==> src/rtl/clock_pkg.sv <==
// Shared types and constants for the HH:MM:SS clock: mode encoding, field
// widths and limits, and the per-digit blank_mask layout.
package clock_pkg;

    typedef enum logic [1:0] {
        RUN      = 2'd0,
        SET_HOUR = 2'd1,
        SET_MIN  = 2'd2,
        COMMIT   = 2'd3
    } mode_t;

    localparam int HOUR_W = 5;
    localparam int MIN_W  = 6;
    localparam int SEC_W  = 6;

    localparam logic [HOUR_W-1:0] MAX_HOUR = 5'd23;
    localparam logic [MIN_W-1:0]  MAX_MIN  = 6'd59;

    localparam int BLANK_W         = 6;
    localparam int BLANK_SEC_ONES  = 0;
    localparam int BLANK_SEC_TENS  = 1;
    localparam int BLANK_MIN_ONES  = 2;
    localparam int BLANK_MIN_TENS  = 3;
    localparam int BLANK_HOUR_ONES = 4;
    localparam int BLANK_HOUR_TENS = 5;

    localparam logic [BLANK_W-1:0] BLANK_HOUR_FIELD =
        (6'b1 << BLANK_HOUR_ONES) | (6'b1 << BLANK_HOUR_TENS);
    localparam logic [BLANK_W-1:0] BLANK_MIN_FIELD =
        (6'b1 << BLANK_MIN_ONES) | (6'b1 << BLANK_MIN_TENS);

    function automatic logic [HOUR_W-1:0] next_hour(input logic [HOUR_W-1:0] h);
        return (h >= MAX_HOUR) ? '0 : h + HOUR_W'(1);
    endfunction

    function automatic logic [MIN_W-1:0] next_min(input logic [MIN_W-1:0] m);
        return (m >= MAX_MIN) ? '0 : m + MIN_W'(1);
    endfunction

endpackage

==> src/rtl/clock_set_ctrl_btn_sync_edge.sv <==
// Two-flop synchronizer for a debounced button plus rising-edge detect;
// press is a one-cycle pulse, level is the synchronized button state.
module btn_sync_edge (
    input  logic clk,
    input  logic reset,
    input  logic btn,
    output logic level,
    output logic press
);

    logic [2:0] sync_reg;

    always_ff @(posedge clk or posedge reset) begin
        if (reset) begin
            sync_reg <= '0;
        end else begin
            sync_reg <= {sync_reg[1:0], btn};
        end
    end

    assign level = sync_reg[1];
    assign press = sync_reg[1] & ~sync_reg[2];

endmodule

==> src/rtl/clock_set_ctrl.sv <==
// Time-set controller: sequences the timekeeper between running and editing
// hours/minutes, with increment auto-repeat, field blink and a commit load pulse.
module clock_set_ctrl
    import clock_pkg::*;
#(
    parameter int CLK_HZ        = 50_000_000,
    parameter int HOLD_CYCLES   = CLK_HZ / 2,
    parameter int REPEAT_CYCLES = CLK_HZ / 8,
    parameter int BLINK_CYCLES  = CLK_HZ / 4
) (
    input  logic              clk,
    input  logic              reset,
    input  logic              btn_mode,
    input  logic              btn_inc,
    input  logic [HOUR_W-1:0] cur_hour,
    input  logic [MIN_W-1:0]  cur_min,
    input  logic [SEC_W-1:0]  cur_sec,
    output logic              run_en,
    output logic              load,
    output logic [HOUR_W-1:0] load_hour,
    output logic [MIN_W-1:0]  load_min,
    output logic [SEC_W-1:0]  load_sec,
    output logic [HOUR_W-1:0] disp_hour,
    output logic [MIN_W-1:0]  disp_min,
    output logic [SEC_W-1:0]  disp_sec,
    output logic [BLANK_W-1:0] blank_mask,
    output logic [1:0]        mode
);

    localparam int RPT_MAX = (HOLD_CYCLES > REPEAT_CYCLES) ? HOLD_CYCLES : REPEAT_CYCLES;
    localparam int RPT_W   = $clog2(RPT_MAX + 1);
    localparam int BLINK_W = $clog2(BLINK_CYCLES + 1);
    localparam logic [RPT_W-1:0]   HOLD_CNT   = RPT_W'(HOLD_CYCLES);
    localparam logic [RPT_W-1:0]   REPEAT_CNT = RPT_W'(REPEAT_CYCLES);
    localparam logic [BLINK_W-1:0] BLINK_LAST = BLINK_W'(BLINK_CYCLES - 1);
    localparam int BTN_MODE = 0;
    localparam int BTN_INC  = 1;

    logic [1:0] btn_raw, btn_level, btn_press;
    assign btn_raw = {btn_inc, btn_mode};

    for (genvar gi = 0; gi < 2; gi++) begin : g_btn
        btn_sync_edge u_sync (
            .clk   (clk),
            .reset (reset),
            .btn   (btn_raw[gi]),
            .level (btn_level[gi]),
            .press (btn_press[gi])
        );
    end

    logic mode_press, inc_press, inc_level, unused_mode_level;
    assign mode_press        = btn_press[BTN_MODE];
    assign inc_press         = btn_press[BTN_INC];
    assign inc_level         = btn_level[BTN_INC];
    assign unused_mode_level = btn_level[BTN_MODE];

    mode_t              state_reg, state_next;
    logic [HOUR_W-1:0]  edit_hour_reg;
    logic [MIN_W-1:0]   edit_min_reg;
    logic [RPT_W-1:0]   rpt_cnt_reg;
    logic               rpt_active_reg;
    logic [BLINK_W-1:0] blink_cnt_reg;
    logic               blink_phase_reg;

    always_comb begin
        state_next = state_reg;
        case (state_reg)
            RUN:      if (mode_press) state_next = SET_HOUR;
            SET_HOUR: if (mode_press) state_next = SET_MIN;
            SET_MIN:  if (mode_press) state_next = COMMIT;
            COMMIT:   state_next = RUN;
            default:  state_next = RUN;
        endcase
    end

    always_ff @(posedge clk or posedge reset) begin
        if (reset) state_reg <= RUN;
        else       state_reg <= state_next;
    end

    logic in_set, rpt_due, inc_fire, enter_set;
    assign in_set    = (state_reg == SET_HOUR) || (state_reg == SET_MIN);
    // A zero count means no press is being tracked, so a held button only repeats after a fresh press.
    assign rpt_due   = inc_level && (rpt_cnt_reg != '0) &&
                       (rpt_cnt_reg == (rpt_active_reg ? REPEAT_CNT : HOLD_CNT));
    assign inc_fire  = in_set && !mode_press && (inc_press || rpt_due);
    assign enter_set = (state_next != state_reg) &&
                       ((state_next == SET_HOUR) || (state_next == SET_MIN));

    always_ff @(posedge clk or posedge reset) begin
        if (reset) begin
            edit_hour_reg <= '0;
            edit_min_reg  <= '0;
        end else if ((state_reg == RUN) && mode_press) begin
            edit_hour_reg <= cur_hour;
            edit_min_reg  <= cur_min;
        end else if (inc_fire) begin
            if (state_reg == SET_HOUR) edit_hour_reg <= next_hour(edit_hour_reg);
            else                       edit_min_reg  <= next_min(edit_min_reg);
        end
    end

    always_ff @(posedge clk or posedge reset) begin
        if (reset) begin
            rpt_cnt_reg    <= '0;
            rpt_active_reg <= 1'b0;
        end else if (!in_set || mode_press || !inc_level) begin
            rpt_cnt_reg    <= '0;
            rpt_active_reg <= 1'b0;
        end else if (inc_fire) begin
            rpt_cnt_reg    <= RPT_W'(1);
            rpt_active_reg <= !inc_press;
        end else if (rpt_cnt_reg != '0) begin
            rpt_cnt_reg    <= rpt_cnt_reg + RPT_W'(1);
        end
    end

    always_ff @(posedge clk or posedge reset) begin
        if (reset) begin
            blink_cnt_reg   <= '0;
            blink_phase_reg <= 1'b0;
        end else if (!in_set || enter_set || inc_fire) begin
            blink_cnt_reg   <= '0;
            blink_phase_reg <= 1'b0;
        end else if (blink_cnt_reg == BLINK_LAST) begin
            blink_cnt_reg   <= '0;
            blink_phase_reg <= ~blink_phase_reg;
        end else begin
            blink_cnt_reg   <= blink_cnt_reg + BLINK_W'(1);
        end
    end

    always_comb begin
        blank_mask = '0;
        if (blink_phase_reg) begin
            if (state_reg == SET_HOUR)     blank_mask = BLANK_HOUR_FIELD;
            else if (state_reg == SET_MIN) blank_mask = BLANK_MIN_FIELD;
        end
    end

    assign mode      = state_reg;
    assign run_en    = (state_reg == RUN);
    assign load      = (state_reg == COMMIT);
    assign load_hour = load ? edit_hour_reg : '0;
    assign load_min  = load ? edit_min_reg : '0;
    assign load_sec  = '0;
    assign disp_hour = run_en ? cur_hour : edit_hour_reg;
    assign disp_min  = run_en ? cur_min  : edit_min_reg;
    assign disp_sec  = run_en ? cur_sec  : '0;

endmodule

==> config.mk <==
export PLATFORM = sky130hd
export DESIGN_NAME = clock_set_ctrl
export DESIGN_NICKNAME = d
export VERILOG_FILES = /design/src/rtl/clock_pkg.sv /design/src/rtl/clock_set_ctrl_btn_sync_edge.sv /design/src/rtl/clock_set_ctrl.sv
export SDC_FILE = /design/constraint.sdc
export NUM_CORES = 1
export LEC_CHECK = 0
export CAP_MARGIN = 20
export CORE_ASPECT_RATIO = 1.1
export CORE_MARGIN = 2
export CORE_UTILIZATION = 50
export DETAILED_ROUTE_END_ITERATION = 6
export MAX_ROUTING_LAYER = met4
export PLACE_DENSITY = 0.75
export SETUP_SLACK_MARGIN = 0.2
export SLEW_MARGIN = 20
export SYNTH_ARGS = -nofsm -noshare
export SYNTH_HDL_FRONTEND = slang
export SYNTH_SLANG_ARGS = --single-unit
==> constraint.sdc <==
create_clock -name clk -period 3.4 [get_ports clk]
set_clock_uncertainty 0.2 [all_clocks]
set_input_delay 0.68 -clock clk [delete_from_list [all_inputs] [get_ports clk]]
set_output_delay 0.68 -clock clk [all_outputs]
set_load 0.02 [all_outputs]
After elaboration in Yosys (flattened, before gate mapping):

Index checks and enable logic that the tools add are counted.

* register bits: 70
* input bits: 21

* add/subtract/negate cells: 4
* $lt $le $gt $ge: 2
* eq/ne operators: 9
* muxes and demuxes: 30
* bitwise gates (word level): 5
* reductions and logical operators: 26

Operators with widths (count)
* $mux 25: 4
* $mux 6: 9
* $mux 24: 2
* $mux 5: 6
* $add 25x1->25 const B: 1
* $eq 25x25->1: 1
* $reduce_bool 25->1: 1
* $add 24x1->24 const B: 1
* $eq 24x24->1 const B: 1
* $pmux 2 s4: 1
* $reduce_bool 2->1: 4
* $logic_or 1x1->1: 7
* $add 6x1->6 const B: 1
* $eq 2x2->1 const B: 3
* $ge 6x6->1 const B: 1
* $logic_and 1x1->1: 6
* $mux 2: 3
* $add 5x1->5 const B: 1
* $ge 5x5->1 const B: 1
* $eq 2x1->1 const B: 2
* $logic_not 1->1: 4
* $mux 1: 4
* $mux 4: 1
* $reduce_and 2->1: 2
* 6 further kinds: 9

Depth between registers and ports, before layout:

* depth in word-level cells: 10
* gate-level depth with buffers: 9

Modules after synthesis:

Synthesis repeated with hierarchy kept, for this count alone.

* cells, all modules: 451
* area, all modules: 4056.4 µm²

Modules (own cells, without submodules)
* clock_set_ctrl: times used 1, cells an instance 441, area each 3871.2 µm², seq. area each 1601.5 µm²
* btn_sync_edge: times used 2, cells an instance 5, area each 92.6 µm², seq. area each 75.1 µm²

Worst setup path before layout:

OpenSTA, ideal clock, no wires.

* kind: register -> output
* from: register state_reg[1] (netlist: mode[1])
* to: output disp_hour[1]
* arrival: 1856 ps
* data required time: 2520 ps
* path slack: 664 ps
* cell stages (with the launch flop): 6
* path buffers: 2
* cells stage by stage: dfrtp_1 inv_1 ha_1 buf_2 buf_1 mux2_2

* cells in the longest elaborated chain, start to end: 2

Ends and longest elaborated chain
* start, declared: RTL line clock_set_ctrl.sv:58 `mode_t state_reg, state_next;`
* start signal, assigned: RTL line clock_set_ctrl.sv:79 `else state_reg <= state_next;`
* $logic_not 2->1: RTL line clock_set_ctrl.sv:143 `assign run_en = (state_reg == RUN);`
* net run_en: RTL line clock_set_ctrl.sv:18 `output logic run_en,`
* $mux 5: RTL line clock_set_ctrl.sv:148 `assign disp_hour = run_en ? cur_hour : edit_hour_reg;`
* end, declared: RTL line clock_set_ctrl.sv:23 `output logic [HOUR_W-1:0] disp_hour,`

The timed path passes the listed nets, and every way through them passes these cells.

Worst setup path in the final report:

* from: register state_reg[1] (netlist: mode[1])
* to: output disp_hour[0]

* cells in the longest elaborated chain, start to end: 2

Ends and longest elaborated chain (RTL line)
* $logic_not 2->1: clock_set_ctrl.sv:143
* $mux 5: clock_set_ctrl.sv:148

No other way between the ends.

==> results.py <==
metrics = {
    "logic_synthesis": {
        "most_used_flip_flop_cell_after_synthesis": "sky130_fd_sc_hd__dfrtp_1",
        "yosysSeqAreaShare": 0.4144,
        "netlist_area_mm2": 0.004227,
        "yosys_warnings": 0,
        "synth_enable_flop_cells": 0,
        "synth.avg_cell_area_um2": 9.228,
        "synth.top_cell.area_share": 0.4144,
        "yosys_register_bits": 70,
        "synth_top_area_cell": "sky130_fd_sc_hd__dfrtp_1",
        "unique_masters_post_synth": 56,
        "async_reset_ff_frac": 1.000,
        "synth_cells": 458,
        "synth.top_cells.by_area": "sky130_fd_sc_hd__dfrtp_1, sky130_fd_sc_hd__xnor2_1, sky130_fd_sc_hd__xor2_1",
    },
    "timing": {
        "worst-slew-pin-transition_ns": 0.6556,
        "setup_violations": 0,
        "final.min_clock_period_ns": 3.090,
        "timing_max_transition_violations_final": 0,
        "finalWorstSetupSlack_ns": 0.3095,
        "timing.final.crit_share": 0.9090,
        "timing.fmax_mhz": 323.6,
        "timing_hold_violations_final": 0,
        "timing.max_slew.rel_slack": 0.5596,
        "grt_setup_unrepaired": "false",
        "setup-tns-final_ns": 0,
    },
    "placement": {
        "place_worst_setup_slack_ns": 0.5472,
        "port-buffer-count": 56,
        "gpl.final_weighted_congestion": 0.8198,
        "hpwlAfterDp_um": 6198,
    },
    "grt": {
        "grt_busiest_layer": "met2",
        "largest_net_degree_at_the_start_of_global_routing": 43,
        "groute.layer.met2.usage": 0.3428,
        "wire_length_of_the_first_global_routing_pass_um": 15280,
        "globalRouteOverflowTotal": 0,
        "gr_usage_total": 0.2106,
        "groute.layer.met1.usage": 0.2648,
        "grt_antenna_before_repair": 0,
        "grt_pass1_vias": 3260,
        "globalRouteMet3Util": 0.03904,
    },
    "pwr": {
        "power_per_cell_area_mw_per_mm2": 584.5,
        "worst_ir_drop_vdd_uv": 378.4,
        "p_leak_nw": 2.068,
        "report.power.total_mw": 2.932,
    },
    "layout": {
        "fin_nets": 533,
        "syn_to_final_growth_pct": 18.68,
        "largest_register_ffs": 25,
        "drive_gt1_frac": 0.08661,
        "antenna_fix_cells": 0,
    },
    "clock_tree": {
        "cts_buffers": 9,
        "cts.repair_timing.setup_buffer_count": 0,
        "clock-root-buffer": "sky130_fd_sc_hd__clkbuf_8",
        "cts.sink_count": 70,
        "clock_latency_ns": 0.34,
        "h_tree_depth": 3,
        "cts_tree": "built",
        "worst_path_clk_slew_ns": 0.07,
        "cts.hold.buffers_added": 0,
        "clock_tree.buffer_depth": 2,
    },
    "flow_run": {
        "maxcap_viol_count": 0,
    },
    "route": {
        "postRouteAntennaNets": 0,
        "wire_per_inst_um": 14.34,
        "first_iter_violations": 210,
        "route.vias.total": 3380,
        "drt-total-wl_um": 8878,
        "post_drt_via_cell_ratio": 5.460,
        "drt-pass1-iter-count": 4,
        "drc_errors": 0,
    },
    "worst_setup_path": {
        "critical_path.endpoint_type": "output port",
        "worstPathArrival_ns": 2.21,
        "critPathLaunchType": "flop",
        "critPathRequiredTime_ns": 2.52,
        "critical_path_peak_fanout": 27,
        "path_class": "reg2out",
    },
    "floorplanning": {
        "ios": 65,
        "initial_core_utilization": 0.5107,
        "die-area_mm2": 0.009205,
        "dieWidth_um": 91.66,
        "design.core.area_mm2": 0.008277,
        "floorplan.rows": 35,
        "dieHeight_um": 100.4,
    },
    "status": {
        "run_status": "finished, final reports clean",
    },
    "worst_hold_path": {
        "min_path_type": "reg2reg",
    },
}
==> cell usage after synthesis, types with 3 or more instances <==
cell,n
sky130_fd_sc_hd__buf_4,11
sky130_fd_sc_hd__and3_1,14
sky130_fd_sc_hd__xnor2_1,24
sky130_fd_sc_hd__nand3b_1,3
sky130_fd_sc_hd__o21ai_0,7
sky130_fd_sc_hd__o32ai_1,3
sky130_fd_sc_hd__nor4b_1,4
sky130_fd_sc_hd__nor3_1,11
sky130_fd_sc_hd__and4_1,4
sky130_fd_sc_hd__dfrtp_1,70
sky130_fd_sc_hd__xor2_1,23
sky130_fd_sc_hd__and2_1,23
sky130_fd_sc_hd__nand2b_1,3
sky130_fd_sc_hd__nor4_1,7
sky130_fd_sc_hd__ha_1,9
sky130_fd_sc_hd__nor2_1,50
sky130_fd_sc_hd__nor3b_1,6
sky130_fd_sc_hd__buf_2,9
sky130_fd_sc_hd__mux2_2,10
sky130_fd_sc_hd__nand2_1,38
sky130_fd_sc_hd__a31oi_1,5
sky130_fd_sc_hd__nand4_1,17
sky130_fd_sc_hd__nor3b_2,6
sky130_fd_sc_hd__a21oi_1,9
sky130_fd_sc_hd__nand3_1,22
sky130_fd_sc_hd__clkbuf_1,9
sky130_fd_sc_hd__inv_1,18
sky130_fd_sc_hd__nor2b_1,3
==> power breakdown <==
part,switching [mW],internal [mW],leakage (nW)
clock network,0.307,0.335,0.0968
registers,0.136,0.923,0.940
logic,0.671,0.561,1.03
==> final timing paths <==
check	cells past startpoint	slack, ns	startpoint	end
worst max-delay path	5	0.31	mode[1]$_DFF_PP0_	disp_hour[0]
worst min-delay path	0	0.15	g_btn[1].u_sync.sync_reg[0]$_DFF_PP0_	g_btn[1].u_sync.sync_reg[1]$_DFF_PP0_
worst max register to register	6	0.94	mode[1]$_DFF_PP0_	edit_min_reg[0]$_DFFE_PP0P_
worst min register to register	0	0.15	g_btn[1].u_sync.sync_reg[0]$_DFF_PP0_	g_btn[1].u_sync.sync_reg[1]$_DFF_PP0_
max in group asynchronous	3	1.83	reset	edit_hour_reg[1]$_DFFE_PP0P_
min in group asynchronous	2	0.54	reset	blink_cnt_reg[15]$_DFF_PP0_
==> cell usage in the layout, fill, tap and decap left out, types with 9 or more instances in the layout <==
master                            instances
sky130_fd_sc_hd__inv_1                   17
sky130_fd_sc_hd__and3_1                  14
sky130_fd_sc_hd__xor2_1                  23
sky130_fd_sc_hd__and2_1                  23
sky130_fd_sc_hd__clkdlybuf4s50_1         49
sky130_fd_sc_hd__xnor2_1                 24
sky130_fd_sc_hd__nor2_1                  50
sky130_fd_sc_hd__clkbuf_8                 9
sky130_fd_sc_hd__mux2_2                  10
sky130_fd_sc_hd__dfrtp_1                 70
sky130_fd_sc_hd__nor3_1                  11
sky130_fd_sc_hd__nand3_1                 22
sky130_fd_sc_hd__nand4_1                 17
sky130_fd_sc_hd__nand2_1                 38
sky130_fd_sc_hd__a21oi_1                  9
==> through the flow <==
step,utilization,hold slack (ns),cells,area (µm²)
after floorplan,-,0.1312,465,4253
after global placement,0.5799,0.1342,603,4800
after detailed placement,0.5799,0.1358,603,4800
after CTS,0.6023,0.1515,619,4985
after global routing,0.6060,0.1694,619,5016
final,0.6060,0.1486,619,5016
==> final cells by class <==
class / instances / area [µm²]
Fill cell: 701 / 3261
Sequential cell: 70 / 1752
Clock inverter: 5 / 50.05
Tap cell: 111 / 138.9
Multi-Input combinational cell: 345 / 2251
Timing Repair Buffer: 59 / 625.6
Inverter: 18 / 67.56
Clock buffer: 11 / 131.4
==> critical path: stages, from the launching register on <==
cell,delay [ns]
sky130_fd_sc_hd__dfrtp_1,0.46
sky130_fd_sc_hd__inv_1,0.14
sky130_fd_sc_hd__ha_2,0.22
sky130_fd_sc_hd__buf_12,0.17
sky130_fd_sc_hd__mux2_2,0.34
sky130_fd_sc_hd__clkdlybuf4s50_1,0.53
==> layer usage <==
| metal | part of all wire | wire (µm) |
|---|---|---|
| met5 | 0 | 0 |
| met4 | 0.0060 | 53 |
| met3 | 0.038 | 333 |
| met2 | 0.50 | 4453 |
| met1 | 0.45 | 4038 |
==> kinds of logic after synthesis <==
family / synth area share
AOI/OAI and AO/OA: 0.08230
xor gates and xnor gates: 0.09739
adders and majority gates: 0.02664
buffers and inverters: 0.06039
DFF: 0.4144
muxes: 0.02901
other: 0.0008872
and+or+nand+nor: 0.2889
==> repair_timing <==
item                                    in CTS  in global routing
endpoints found under the hold margin        0                  0
resized for setup                            1                 11
pin swaps                                    0                  0
cloned                                       0                  0
endpoints found under the setup margin       8                 10
(Power assumes the default switching activity.)
